[src/rtl/ysyx_22050598_arb_pkg.sv]
// Shared definitions for the IFU/LSU memory-port arbiter.
//   arb_state_e : arbiter FSM states
//   M_IFU/M_LSU : master index constants (owner / last_grant encoding)
//   ARB_AW/DW   : default address and data widths
package ysyx_22050598_arb_pkg;

    typedef enum logic [1:0] {
        IDLE  = 2'd0,
        SREQ  = 2'd1,
        SRESP = 2'd2
    } arb_state_e;

    localparam logic M_IFU = 1'b0;
    localparam logic M_LSU = 1'b1;

    localparam int unsigned ARB_AW = 32;
    localparam int unsigned ARB_DW = 64;

endpackage

[src/rtl/ysyx_22050598_rr_pick2.sv]
// Combinational two-way round-robin pick.
//   i_vld0/i_vld1 : request valids of master 0 / master 1
//   i_last        : index of the master granted most recently
//   o_gnt_vld     : some master is requesting
//   o_gnt_idx     : index of the winning master (meaningful when o_gnt_vld)
module ysyx_22050598_rr_pick2
    import ysyx_22050598_arb_pkg::*;
(
    input  logic i_vld0,
    input  logic i_vld1,
    input  logic i_last,
    output logic o_gnt_vld,
    output logic o_gnt_idx
);

    always_comb begin
        o_gnt_vld = i_vld0 | i_vld1;
        o_gnt_idx = M_IFU;
        if (i_vld0 && i_vld1) begin
            // Tie: the master that did not win last time goes next.
            o_gnt_idx = ~i_last;
        end else if (i_vld1) begin
            o_gnt_idx = M_LSU;
        end
    end

endmodule

[src/rtl/ysyx_22050598_mem_arbiter.sv]
// Two-master, single-outstanding arbiter sharing one memory port between
// the IFU (master 0) and the LSU (master 1).
//   clk, rst              : clock, synchronous active-high reset
//   mN_req_*              : master N request channel (valid/ready + fields)
//   mN_resp_*             : master N response channel (valid/ready + rdata)
//   s_req_*               : downstream request channel, fields registered
//   s_resp_*              : downstream response channel
// Grant is round-robin and held from request acceptance until the response
// handshake completes.
module ysyx_22050598_mem_arbiter
    import ysyx_22050598_arb_pkg::*;
#(
    parameter int unsigned AW = ARB_AW,
    parameter int unsigned DW = ARB_DW
) (
    input  logic            clk,
    input  logic            rst,

    input  logic            m0_req_valid,
    output logic            m0_req_ready,
    input  logic            m0_req_wen,
    input  logic [AW-1:0]   m0_req_addr,
    input  logic [DW-1:0]   m0_req_wdata,
    input  logic [DW/8-1:0] m0_req_wstrb,
    output logic            m0_resp_valid,
    input  logic            m0_resp_ready,
    output logic [DW-1:0]   m0_resp_rdata,

    input  logic            m1_req_valid,
    output logic            m1_req_ready,
    input  logic            m1_req_wen,
    input  logic [AW-1:0]   m1_req_addr,
    input  logic [DW-1:0]   m1_req_wdata,
    input  logic [DW/8-1:0] m1_req_wstrb,
    output logic            m1_resp_valid,
    input  logic            m1_resp_ready,
    output logic [DW-1:0]   m1_resp_rdata,

    output logic            s_req_valid,
    input  logic            s_req_ready,
    output logic            s_req_wen,
    output logic [AW-1:0]   s_req_addr,
    output logic [DW-1:0]   s_req_wdata,
    output logic [DW/8-1:0] s_req_wstrb,
    input  logic            s_resp_valid,
    output logic            s_resp_ready,
    input  logic [DW-1:0]   s_resp_rdata
);

    arb_state_e r_state;
    arb_state_e w_next;

    logic            r_last_grant;
    logic            r_owner;
    logic            r_wen;
    logic [AW-1:0]   r_addr;
    logic [DW-1:0]   r_wdata;
    logic [DW/8-1:0] r_wstrb;

    logic            w_gnt_vld;
    logic            w_gnt_idx;
    logic            w_accept;
    logic            w_resp_done;
    logic            w_owner_resp_ready;

    ysyx_22050598_rr_pick2 u_pick (
        .i_vld0    (m0_req_valid),
        .i_vld1    (m1_req_valid),
        .i_last    (r_last_grant),
        .o_gnt_vld (w_gnt_vld),
        .o_gnt_idx (w_gnt_idx)
    );

    // Reset gates the accept so no master sees a handshake that the
    // request register is not going to capture.
    assign w_accept           = (r_state == IDLE) && w_gnt_vld && !rst;
    assign w_owner_resp_ready = (r_owner == M_LSU) ? m1_resp_ready : m0_resp_ready;
    assign w_resp_done        = (r_state == SRESP) && s_resp_valid && w_owner_resp_ready;

    always_ff @(posedge clk) begin
        if (rst) begin
            r_state <= IDLE;
        end else begin
            r_state <= w_next;
        end
    end

    always_ff @(posedge clk) begin
        if (rst) begin
            r_last_grant <= M_LSU;
            r_owner      <= M_IFU;
            r_wen        <= 1'b0;
            r_addr       <= '0;
            r_wdata      <= '0;
            r_wstrb      <= '0;
        end else begin
            if (w_accept) begin
                r_owner <= w_gnt_idx;
                if (w_gnt_idx == M_LSU) begin
                    r_wen   <= m1_req_wen;
                    r_addr  <= m1_req_addr;
                    r_wdata <= m1_req_wdata;
                    r_wstrb <= m1_req_wstrb;
                end else begin
                    r_wen   <= m0_req_wen;
                    r_addr  <= m0_req_addr;
                    r_wdata <= m0_req_wdata;
                    r_wstrb <= m0_req_wstrb;
                end
            end
            if (w_resp_done) begin
                r_last_grant <= r_owner;
            end
        end
    end

    always_comb begin
        w_next        = r_state;
        m0_req_ready  = 1'b0;
        m1_req_ready  = 1'b0;
        m0_resp_valid = 1'b0;
        m1_resp_valid = 1'b0;
        s_req_valid   = 1'b0;
        s_resp_ready  = 1'b0;

        case (r_state)
            IDLE: begin
                if (w_accept) begin
                    m0_req_ready = (w_gnt_idx == M_IFU);
                    m1_req_ready = (w_gnt_idx == M_LSU);
                    w_next       = SREQ;
                end
            end
            SREQ: begin
                s_req_valid = 1'b1;
                if (s_req_ready) begin
                    w_next = SRESP;
                end
            end
            SRESP: begin
                s_resp_ready  = w_owner_resp_ready;
                m0_resp_valid = (r_owner == M_IFU) && s_resp_valid;
                m1_resp_valid = (r_owner == M_LSU) && s_resp_valid;
                if (w_resp_done) begin
                    w_next = IDLE;
                end
            end
            default: begin
                w_next = IDLE;
            end
        endcase
    end

    assign s_req_wen     = r_wen;
    assign s_req_addr    = r_addr;
    assign s_req_wdata   = r_wdata;
    assign s_req_wstrb   = r_wstrb;

    // Read data is shared; only the owner's resp_valid qualifies it.
    assign m0_resp_rdata = s_resp_rdata;
    assign m1_resp_rdata = s_resp_rdata;

endmodule

[config.mk]
export PLATFORM = sky130hd
export DESIGN_NAME = ysyx_22050598_mem_arbiter
export DESIGN_NICKNAME = d
export VERILOG_FILES = /design/src/rtl/ysyx_22050598_arb_pkg.sv /design/src/rtl/ysyx_22050598_rr_pick2.sv /design/src/rtl/ysyx_22050598_mem_arbiter.sv
export SDC_FILE = /design/constraint.sdc
export NUM_CORES = 1
export LEC_CHECK = 0
export ABC_AREA = 1
export CAP_MARGIN = 0
export CORE_AREA = 3 3 199 201
export CTS_CLUSTER_SIZE = 20
export DETAILED_ROUTE_END_ITERATION = 12
export DIE_AREA = 0 0 202 204
export GPL_TIMING_DRIVEN = 0
export SETUP_SLACK_MARGIN = 0.5
export SLEW_MARGIN = 10
export SYNTH_ARGS = -nofsm -noshare
export SYNTH_HDL_FRONTEND = slang
export SYNTH_SLANG_ARGS = --single-unit
[constraint.sdc]
create_clock -name clk -period 1.6 [get_ports clk]
set_clock_uncertainty 0.1 [all_clocks]
set_input_delay 0.16 -clock clk [delete_from_list [all_inputs] [get_ports clk]]
set_output_delay 0.16 -clock clk [all_outputs]
set_load 0.01 [all_outputs]
==> reports/qor.csv, run 1 <==
stage;metric;value;unit
run_status;outcome;complete, but fails checks;
run_status;failed_checks;negative setup slack;
power_and_ir_drop;p_per_area;631;nW/um2
setup_path;crit_chain;nor2_4 > buf_6 > nand2_4 > nor2_4 > buf_12 > buf_12 > buf_12 > clkbuf_16 > nand2_4 > a21oi_2;
logic_synthesis;netlist.top_cell.by_area;dfxtp_1;
final_layout;fillerInstances;3784;
setup_path;cpPeakStageDelay;340;ps
final_layout;design_area;14600;um2
logic_synthesis;avgSynthCellArea;6.46;um2
logic_synthesis;netlist-cell-type-count;16;
setup_path;crit_path_frequent_cell;buf_12;
logic_synthesis;synth_edf_count;0;
hold_path;hold_class;primary input to flip-flop;
floorplan;fp.dieW;202;um
sta;hold_violations;0;
logic_synthesis;synth-seq-cells;109;
drt;num_vias;8235;
floorplan;num_io_pins;521;
logic_synthesis;yosys_most_used_dff;dfxtp_1;
drt;routed_wl;33800;um
sta;max_slew_margin;0.514;
setup_path;critPathMaxFanout;7;
logic_synthesis;synth_compound_area_frac;0.0879;
global_route;grt_use_met2;0.269;
placed_design;dp_hpwl;25000;um
final_layout;multiInputGateArea;3890;um2
clock_tree;hold_buffers;0;
clock_tree;cts_tree;yes;
final_layout;register_area;2310;um2
drt;first_pass_iters;4;
sta;max_slew.worst_pin.slew;729;ps
floorplan;core;37800;um2
setup_path;cp_data_required_time;1780;ps
logic_synthesis;netlist_area;6290;um2
global_route;first_global_vias;8046;
clock_tree;h-tree-depth;3;
setup_path;slowest_stage;dfxtp_2;
global_route;grt_max_degree;19;
logic_synthesis;synthArstFlopShare;0;
power_and_ir_drop;vdd_ir_drop_max;485;uV
placed_design;routabilityCongestion;0.936;
floorplan;num_rows;71;
logic_synthesis;seq_area_frac_synth;0.347;
clock_tree;clock-sinks;109;
logic_synthesis;synth_common_cells;nand2_1, buf_4, a21oi_1, dfxtp_1, nand3_1;
logic_synthesis;synthCells;973;
global_route;antenna_found_initial;3;
global_route;grt_most_used_layer;met2;
logic_synthesis;synth_mux_area_frac;0;
logic_synthesis;yosysWarningCount;0;
global_route;use_met3;0.0553;
drt;drtIter0Drc;269;
clock_tree;cts_root_buf;clkbuf_16;
clock_tree;cts.clk_slew.worst_paths;80;ps
drt;ant_nets;0;
logic_synthesis;syn_nets;1255;
power_and_ir_drop;p_leak;0.00651;uW
floorplan;start_util;0.167;
clock_tree;cts-buffers-inserted;9;
placed_design;portBuffers;454;
final_layout;area_growth;133;%
drt;route.detailed.drc;0;
global_route;use_met1;0.157;
logic_synthesis;yosys.area_share.xor_xnor;0;
clock_tree;cts_buffer_depth;2;
sta;maxSlewViolCount;0;
sta;holdWs;204;ps
sta;timing.final.crit_period;1660;ps
logic_synthesis;synth_top_family_by_area;simple AND/OR/NAND/NOR gates;
setup_path;rrSetupSlack;-60;ps
clock_tree;clk_latency;360;ps
floorplan;die_h;204;um
final_layout;layout.nets;1798;
sta;setup_violations;48;
logic_synthesis;synth_fa_ha_area_frac;0;
run;max-cap-violations;0;
global_route;grt_overflow_total;0;
placed_design;placed_area;11500;um2
sta;fin_crit_sh;1.04;
sta;setup-tns-final;-1170;ps
final_layout;drive_gt1_frac;0.476;
placed_design;pre_cts_ws;-936;ps
floorplan;die_area;41200;um2
setup_path;critPathArrivalTime;1850;ps
setup_path;endpoint_kind;flip-flop;
sta;setup_slack;-62.7;ps
global_route;grt_util_all_layers;0.149;
logic_synthesis;synth.top_cell.area_share;0.347;
drt;avgRoutedWirePerCell;16.6;um
setup_path;startpoint_type;flip-flop;
sta;fmax;601;MHz
drt;vias_per_cell;4.05;
logic_synthesis;yosys.area_share.simple;0.352;
sta;rsz0062_at_grt;true;
logic_synthesis;synth.area.top_cells;dfxtp_1, nand2_1, buf_4;
logic_synthesis;synth.most_common_cell;nand2_1;
global_route;grt_pass1_wl;47300;um
setup_path;setup.worst_path.class;flip-flop to flip-flop;
[area by class of cell]
cell class | count | area share
Inverter | 9 | 0.00231
Tap cell | 511 | 0.0437
Buffer | 196 | 0.114
Clock inverter | 5 | 0.00291
Multi-Input combinational cell | 659 | 0.266
Clock buffer | 11 | 0.0166
Antenna cell | 1 | 0.000171
Sequential cell | 109 | 0.158
Timing Repair Buffer | 532 | 0.396
[through the flow]
stage,power [uW],util,std cells
after detailed placement,5850,0.305,1938
after floorplan,4260,-,973
after CTS,8760,0.346,2002
after global placement,5840,0.305,1938
after global routing,9730,0.387,2033
final,9220,0.387,2033
[final timing paths]
check / to / startpoint / cells after the start
setup / recovery: s_req_wdata[45] / r_state[0] / 10
setup reg to reg: s_req_wdata[45] / r_state[0] / 10
hold reg to reg: s_req_wdata[14] / s_req_wdata[14] / 2
hold / removal: r_last_grant / rst / 3
[registers in the layout, summed over array words and instances (netlist names)]
name and cells:
r_state 2, s_req_wdata 64, r_last_grant 1, s_req_wstrb 8
s_req_addr 32, s_req_wen 1, r_owner 1
[cells by family (layout without fill, tap and decap cells)]
family | after synthesis | count (layout)
AND/OR/NAND/NOR | 549 | 549
other | 0 | 1
flip-flops | 109 | 109
buffers and inverters | 205 | 753
AO/OA/AOI/OAI | 110 | 110
[timing repair]
action | in CTS | in global routing
pin swaps | 31 | 184
endpoints found under the setup margin | 217 | 219
resized for setup | 417 | 660
cloned | 16 | 2
buffers inserted | 32 | 28
[report_power, final]
| group | internal [uW] | switching (uW) |
|---|---|---|
| combinational | 2260 | 1640 |
| clock | 1130 | 1120 |
| sequential | 2930 | 139 |
| total | 6320 | 2910 |
[routing by layer]
layer / up-vias / part of all wire / routed length, um
li1: 4054 / - / -
met1: 3773 / 0.37 / 12600
met4: 2 / 0.034 / 1160
met2: 356 / 0.51 / 17100
met3: 50 / 0.087 / 2940
met5: - / 0.00038 / 13
[placed cells by master (no fill, tap or decap), drive strengths merged]
master,Yosys,routed
nand2,435,435
buf,162,360
clkdlybuf4s50,0,342
dfxtp,109,109
a21oi,109,109
nand3,106,106
clkbuf,34,36
inv,9,12
nor2,8,8
clkinv,0,2
diode,0,1
o211ai,1,1
dlygate4sd2,0,1
[worst max-delay path: cells and delay by family, from the launching register on]
| kind | cells | cell delay, ps |
|---|---|---|
| compound gates | 1 | 120 |
| flops | 1 | 340 |
| simple gates | 4 | 340 |
| buf+inv | 5 | 690 |
(Power assumes the default switching activity.)
==> run 2, diff against run 1 <==
==> constraint.sdc (replaced) <==
create_clock -name clk -period 1.6 [get_ports clk]
set_clock_uncertainty 0.1 [all_clocks]
set_input_delay 0.32 -clock clk [delete_from_list [all_inputs] [get_ports clk]]
set_output_delay 0.32 -clock clk [all_outputs]
set_load 0.01 [all_outputs]
==> run 2 against run 1 <==
  * The run still ends with negative setup slack left
  * Final area fell by 9.1%
  * Critical path depth fell by 5
  * Wire length fell by 3.9%
  * Sequential share of layout area rose by 1.7 points
  * Cell count fell by 0.49%
  * Core utilization fell by 3.5 points
  * Register-to-register slack got worse by 60 ps
  * Sequential cell count did not move
  * Die area did not move
  * Via count fell by 1.8%
  * Largest power group unchanged
  * Highest routed layer unchanged
==> reports/qor.csv, run 2 (same netlist as run 1, synthesis figures left out) <==
stage;metric;value;unit;change
final_layout;area_growth;111;%;
power_and_ir_drop;combPwrFrac;0.388;;-0.035
setup_path;path_buf_inv;2;;-3
floorplan;num_rows;71;;unchanged
power_and_ir_drop;intPower;5980;uW;-5.2%
drt;vias_per_cell;4.00;;-1.3%
clock_tree;cts_tree;yes;;
setup_path;reg2regPathDepth;11;;+1
clock_tree;cts_root_buf;clkbuf_16;;
drt;wl_met1;12200;um;-2.8%
run_status;failed_checks;negative setup slack;;
power_and_ir_drop;p_total;8700;uW;-5.7%
floorplan;start_util;0.167;;unchanged
setup_path;crit_chain;nor2_4 > nand3_4 > buf_12 > a21oi_4 > buf_6;;
drt;num_vias;8090;;-1.8%
run;max-cap-violations;0;;unchanged
power_and_ir_drop;p_per_area;654;nW/um2;+3.7%
placed_design;routabilityCongestion;0.905;;-3.4%
floorplan;num_io_pins;521;;unchanged
global_route;grt_util_all_layers;0.147;;-0.00218
final_layout;largest_reg_flops;64;;unchanged
global_route;first_global_vias;8085;;+0.48%
sta;fmax;568;MHz;-5.5%
power_and_ir_drop;seqPwrFrac;0.353;;+0.020
global_route;grt_pass1_wl;47100;um;-0.38%
drt;top_layer;met5;;
setup_path;crit_cells;5;;-5
floorplan;fp.dieW;202;um;unchanged
sta;setup_violations;92;;+92%
power_and_ir_drop;p_leak;0.00598;uW;-8.3%
sta;setup_slack;-160;ps;-97.3 ps
drt;ant_nets;0;;unchanged
drt;drtIter0Drc;234;;-13%
hold_path;whs_path_depth;3;;unchanged
final_layout;layout.nets;1789;;-0.50%
clock_tree;clk_latency;350;ps;about the same
power_and_ir_drop;vdd_ir_drop_max;505;uV;+4.2%
global_route;antenna_found_initial;2;;-1
drt;wl_met2;16900;um;-1.4%
setup_path;endpoint_kind;output pin;;
final_layout;n_antenna_cell;0;;-1
floorplan;die_h;204;um;unchanged
clock_tree;cts_buffer_depth;2;;unchanged
drt;met3_length;2680;um;-8.8%
global_route;grt_overflow_total;0;;unchanged
hold_path;hold_class;primary input to flip-flop;;
sta;holdWs;285;ps;+81.6 ps
run_status;outcome;complete, but fails checks;;
final_layout;drive_gt1_frac;0.433;;-0.0428
clock_tree;clock-sinks;109;;unchanged
clock_tree;cts-buffers-inserted;9;;unchanged
setup_path;startpoint_type;flip-flop;;
setup_path;setup.worst_path.class;flip-flop to output pin;;
setup_path;critPathArrivalTime;1340;ps;-510 ps
clock_tree;h-tree-depth;3;;unchanged
final_layout;layout_common_cells;nand2_1, buf_4, clkdlybuf4s50_1, buf_6, dfxtp_2;;
sta;hold_violations;0;;unchanged
setup_path;critPathMaxFanout;4;;-3
sta;fin_crit_sh;1.10;;+0.0608
setup_path;cp_top_family;flip-flops;;
sta;max_slew_margin;0.442;;-0.0721
sta;maxSlewViolCount;0;;unchanged
placed_design;placed_area;11500;um2;+0.16%
drt;routed_wl;32500;um;-3.9%
placed_design;portBuffers;454;;unchanged
drt;first_pass_iters;5;;+1
power_and_ir_drop;switching_power;2710;uW;-6.7%
drt;avgRoutedWirePerCell;16.1;um;-3.4%
sta;timing.final.crit_period;1760;ps;+97.3 ps
sta;max_slew.worst_pin.slew;837;ps;+108 ps
final_layout;design_area;13300;um2;-9.1%
floorplan;core;37800;um2;unchanged
global_route;grt_max_degree;20;;+1
final_layout;mostFrequentLayoutCell;nand2_1;;
setup_path;cp_data_required_time;1180;ps;-600 ps
power_and_ir_drop;p_sw_frac;0.312;;-0.00340
clock_tree;cts.clk_slew.worst_paths;80;ps;about the same
sta;rsz0062_at_grt;true;;
setup_path;cpPeakStageDelay;340;ps;about the same
placed_design;dp_hpwl;25100;um;about the same
setup_path;slowest_stage;dfxtp_2;;
power_and_ir_drop;clock_power_share;0.259;;+0.015
drt;route.detailed.drc;0;;unchanged
floorplan;die_area;41200;um2;unchanged
==> run 2: cell count changes in the layout (fill, tap and decap cells not counted), sizes merged <==
cell,before,now
buf,360,404
bufbuf,0,2
clkbuf,36,48
clkdlybuf4s15,0,60
clkdlybuf4s50,342,213
diode,1,0
dlygate4sd2,1,2
inv,12,13
==> run 2: area by class of cell <==
| cell class | instances | area (um2) |
|---|---|---|
| inverter | 9 | 41.3 |
| fill | 4001 | 24500 |
| buffer | 196 | 1530 |
| sequential | 109 | 2320 |
| tap | 511 | 639 |
| clock inverter | 6 | 51.3 |
| clock buffer | 10 | 229 |
| timing repair buffer | 523 | 5340 |
| multi-input combinational | 659 | 3150 |
==> run 2: final timing paths <==
kind | to | slack [ps] | from
worst max register to register | s_req_wdata[41] | -120 | r_state[0]
worst min register to register | s_req_wdata[52] | 370 | s_req_wdata[52]
worst min-delay path | r_last_grant | 290 | rst
worst max-delay path | m0_req_ready | -160 | r_state[0]
==> run 2: stage by stage <==
step / TNS, ps / cells / setup WS (ps) / utilization
after global routing: -13530 / 2023 / -226 / 0.352
after CTS: -6840 / 2008 / -179 / 0.341
final: -5690 / 2023 / -160 / 0.352
after detailed placement: -83540 / 1938 / -1180 / 0.306
after floorplan: 0 / 973 / 253 / -
after global placement: -80250 / 1938 / -1160 / 0.306
==> run 2: worst reg2reg max path, delay by kind of cell, from the launching register on <==
kind	cells	cell delay, ps
buffers and inverters	6	730
DFF	1	340
and+or+nand+nor	4	340
AOI/OAI and AO/OA	1	130
==> run 2: routing by layer <==
layer,vias to the layer above,GRT usage
li1,4038,-
met1,3675,0.156
met2,339,0.277
met3,36,0.0471
met4,2,0.0434
met5,-,0
==> run 2: power by group through the flow <==
stage	registers, uW	clock network, uW	logic (uW)
after floorplan	3130	0	1140
after global placement	3050	0	2810
after detailed placement	3060	0	2810
after CTS	3070	2400	3250
after global routing	3090	2480	3640
final	3070	2250	3380
==> run 2: repair_timing <==
action                                  CTS  global route
hold buffers                              0             0
cloned                                   11             1
resized for setup                       975            91
hold endpoints to repair                  0             0
endpoints found under the setup margin  345           222
setup buffers                            43            14
pin swaps                                11            10
==> run 3, diff against run 2 <==
--- a/config.mk
+++ b/config.mk
@@ -7,10 +7,10 @@
 export LEC_CHECK = 0
 export ABC_AREA = 1
 export CAP_MARGIN = 0
-export CORE_AREA = 3 3 199 201
+export CORE_AREA = 10 10 195 197
 export CTS_CLUSTER_SIZE = 20
 export DETAILED_ROUTE_END_ITERATION = 12
-export DIE_AREA = 0 0 202 204
+export DIE_AREA = 0 0 205 207
 export GPL_TIMING_DRIVEN = 0
 export SETUP_SLACK_MARGIN = 0.5
 export SLEW_MARGIN = 10
==> run 3 against run 2 <==
  * The flow still finishes with violations (negative setup slack)
  * Clock power is 2% lower
  * Non-clock buffer count down 15
  * Combinational power about the same
  * Critical path depth unchanged
  * Sequential cell count stayed put
  * Global-route usage is 0.89 points higher
  * Final area down 1.7%
  * Worst setup slack worse by 0.90 ps
  * Die area up 3.0%
  * Sequential power hardly changed
  * Total power down 0.80%
  * Via count down 0.35%
==> reports/qor.csv, run 3 (same netlist as run 1, synthesis figures left out) <==
stage;metric;value;unit;change
final_layout;largest_reg_flops;64;;unchanged
final_layout;layout.nets;1774;;-0.84%
clock_tree;cts_buffer_depth;2;;unchanged
setup_path;endpoint_kind;output pin;;
drt;first_pass_iters;5;;unchanged
power_and_ir_drop;vdd_ir_drop_max;444;uV;-12%
power_and_ir_drop;p_leak;0.00594;uW;-0.56%
final_layout;drive_gt1_frac;0.434;;+0.000622
floorplan;die_h;207;um;+1.5%
placed_design;routabilityCongestion;0.869;;-3.9%
global_route;grt_max_degree;19;;-5.0%
sta;holdWs;291;ps;+5.66 ps
floorplan;fp.dieW;205;um;+1.5%
global_route;grt_pass1_wl;50900;um;+8.1%
global_route;antenna_found_initial;5;;+3
sta;hold_violations;0;;unchanged
clock_tree;h-tree-depth;3;;unchanged
setup_path;crit_chain;nor2_4 > nand3_4 > buf_12 > a21oi_4 > buf_6;;
sta;max_slew.worst_pin.slew;723;ps;-114 ps
setup_path;rrSetupSlack;-130;ps;about the same
clock_tree;cts-buffers-inserted;9;;unchanged
setup_path;reg2reg_from;r_state[0];;
sta;rsz0062_at_grt;true;;
placed_design;dp_hpwl;28300;um;+13%
global_route;grt_use_met2;0.283;;+0.00607
sta;max_slew_margin;0.518;;+0.0757
drt;routed_wl;35600;um;+9.7%
final_layout;layout_common_cells;nand2_1, buf_4, clkdlybuf4s50_1, buf_6, dfxtp_2;;
floorplan;die_area;42400;um2;+3.0%
setup_path;r2r-end;s_req_wdata[50];;
clock_tree;clock-sinks;109;;unchanged
setup_path;critPathMaxFanout;3;;-1
drt;avgRoutedWirePerCell;18.2;um;+14%
global_route;first_global_vias;8349;;+3.3%
setup_path;critPathCapture;m0_req_ready;;
floorplan;num_rows;68;;-4.2%
floorplan;core;34100;um2;-9.6%
run_status;outcome;complete, but fails checks;;
global_route;grt_most_used_layer;met2;;
placed_design;portBuffers;454;;unchanged
sta;timing.final.crit_period;1760;ps;+0.903 ps
setup_path;critPathArrivalTime;1340;ps;about the same
run;max-cap-violations;0;;unchanged
setup_path;cp_top_family;flip-flops;;
setup_path;path_buf_inv;2;;unchanged
floorplan;start_util;0.184;;+0.0178
final_layout;mostFrequentLayoutCell;nand2_1;;
setup_path;setup.worst_path.class;flip-flop to output pin;;
global_route;use_met1;0.155;;-0.000622
clock_tree;cts_root_buf;clkbuf_16;;
drt;num_vias;8062;;-0.35%
clock_tree;hold_buffers;0;;unchanged
setup_path;slowest_stage;dfxtp_2;;
final_layout;design_area;13100;um2;-1.7%
drt;drtIter0Drc;264;;+13%
setup_path;reg2regPathDepth;9;;-2
sta;setup_slack;-161;ps;-0.903 ps
drt;ant_nets;0;;unchanged
setup_path;crit_start;r_state[0];;
run_status;failed_checks;negative setup slack;;
sta;fin_crit_sh;1.10;;about the same
drt;route.detailed.drc;0;;unchanged
setup_path;cp_data_required_time;1180;ps;about the same
sta;maxSlewViolCount;0;;unchanged
placed_design;placed_area;11500;um2;-0.61%
final_layout;area_growth;108;%;
clock_tree;clk_latency;350;ps;about the same
global_route;grt_overflow_total;0;;unchanged
hold_path;hold_class;primary input to flip-flop;;
setup_path;crit_cells;5;;unchanged
sta;setup_violations;81;;-12%
floorplan;num_io_pins;521;;unchanged
global_route;grt_util_all_layers;0.156;;+0.00893
setup_path;startpoint_type;flip-flop;;
clock_tree;cts.clk_slew.worst_paths;80;ps;about the same
hold_path;whs_path_depth;3;;unchanged
sta;fmax;568;MHz;about the same
clock_tree;cts_tree;yes;;
global_route;use_met3;0.0646;;+0.0175
power_and_ir_drop;p_per_area;660;nW/um2;+0.95%
setup_path;cpPeakStageDelay;340;ps;about the same
drt;vias_per_cell;4.13;;+3.2%
-- run 3: worst min-delay path, stage by stage --
cell and delay, ps:
buf_4 190, inv_4 100, o211ai_1 80
-- run 3: per-stage QoR --
stage	instances	setup WS (ps)	utilization	TNS, ps	total power (uW)
after floorplan	973	253	-	0	4270
after global placement	1882	-1200	0.336	-85720	5870
after detailed placement	1882	-1240	0.336	-89540	5890
after CTS	1944	-184	0.376	-6190	8680
after global routing	1953	-233	0.383	-12030	9120
final	1954	-161	0.383	-3750	8630
-- run 3: worst min path at each step --
stage               slack, ps        endpoint      startpoint
floorplan                 360      r_state[1]     s_req_ready
global placement          350   s_req_addr[9]   s_req_addr[9]
detailed placement        350  s_req_wdata[1]  s_req_wdata[1]
CTS                       270    r_last_grant             rst
global route              300    r_last_grant             rst
finish                    290    r_last_grant             rst
-- run 3: layer usage --
| layer | wire [um] | share of wire | vias up |
|---|---|---|---|
| met5 | 13 | 0.00036 | - |
| met4 | 994 | 0.028 | 2 |
| met2 | 17900 | 0.50 | 355 |
| met3 | 3560 | 0.10 | 46 |
| met1 | 13200 | 0.37 | 3665 |
| li1 | - | - | 3994 |
-- run 3: layout make-up --
cell class	instances	area, um2
multi-input combinational	659	3070
sequential	109	2320
tap	455	569
inverter	9	38.8
antenna	3	7.51
fill	3560	21000
timing repair buffer	508	5180
buffer	196	1610
clock inverter	6	47.5
clock buffer	9	225
-- run 3: power breakdown --
part           switching [uW]  internal (uW)
Sequential                137           2930
Combinational            1380           1970
Clock                    1140           1070
-- run 3: repair_timing --
| item | 4_1_cts | 5_1_grt |
|---|---|---|
| endpoints found under the setup margin | 345 | 250 |
| cloned | 10 | 1 |
| gates resized for setup | 946 | 82 |
| setup buffers | 37 | 6 |
| pin swaps | 11 | 1 |
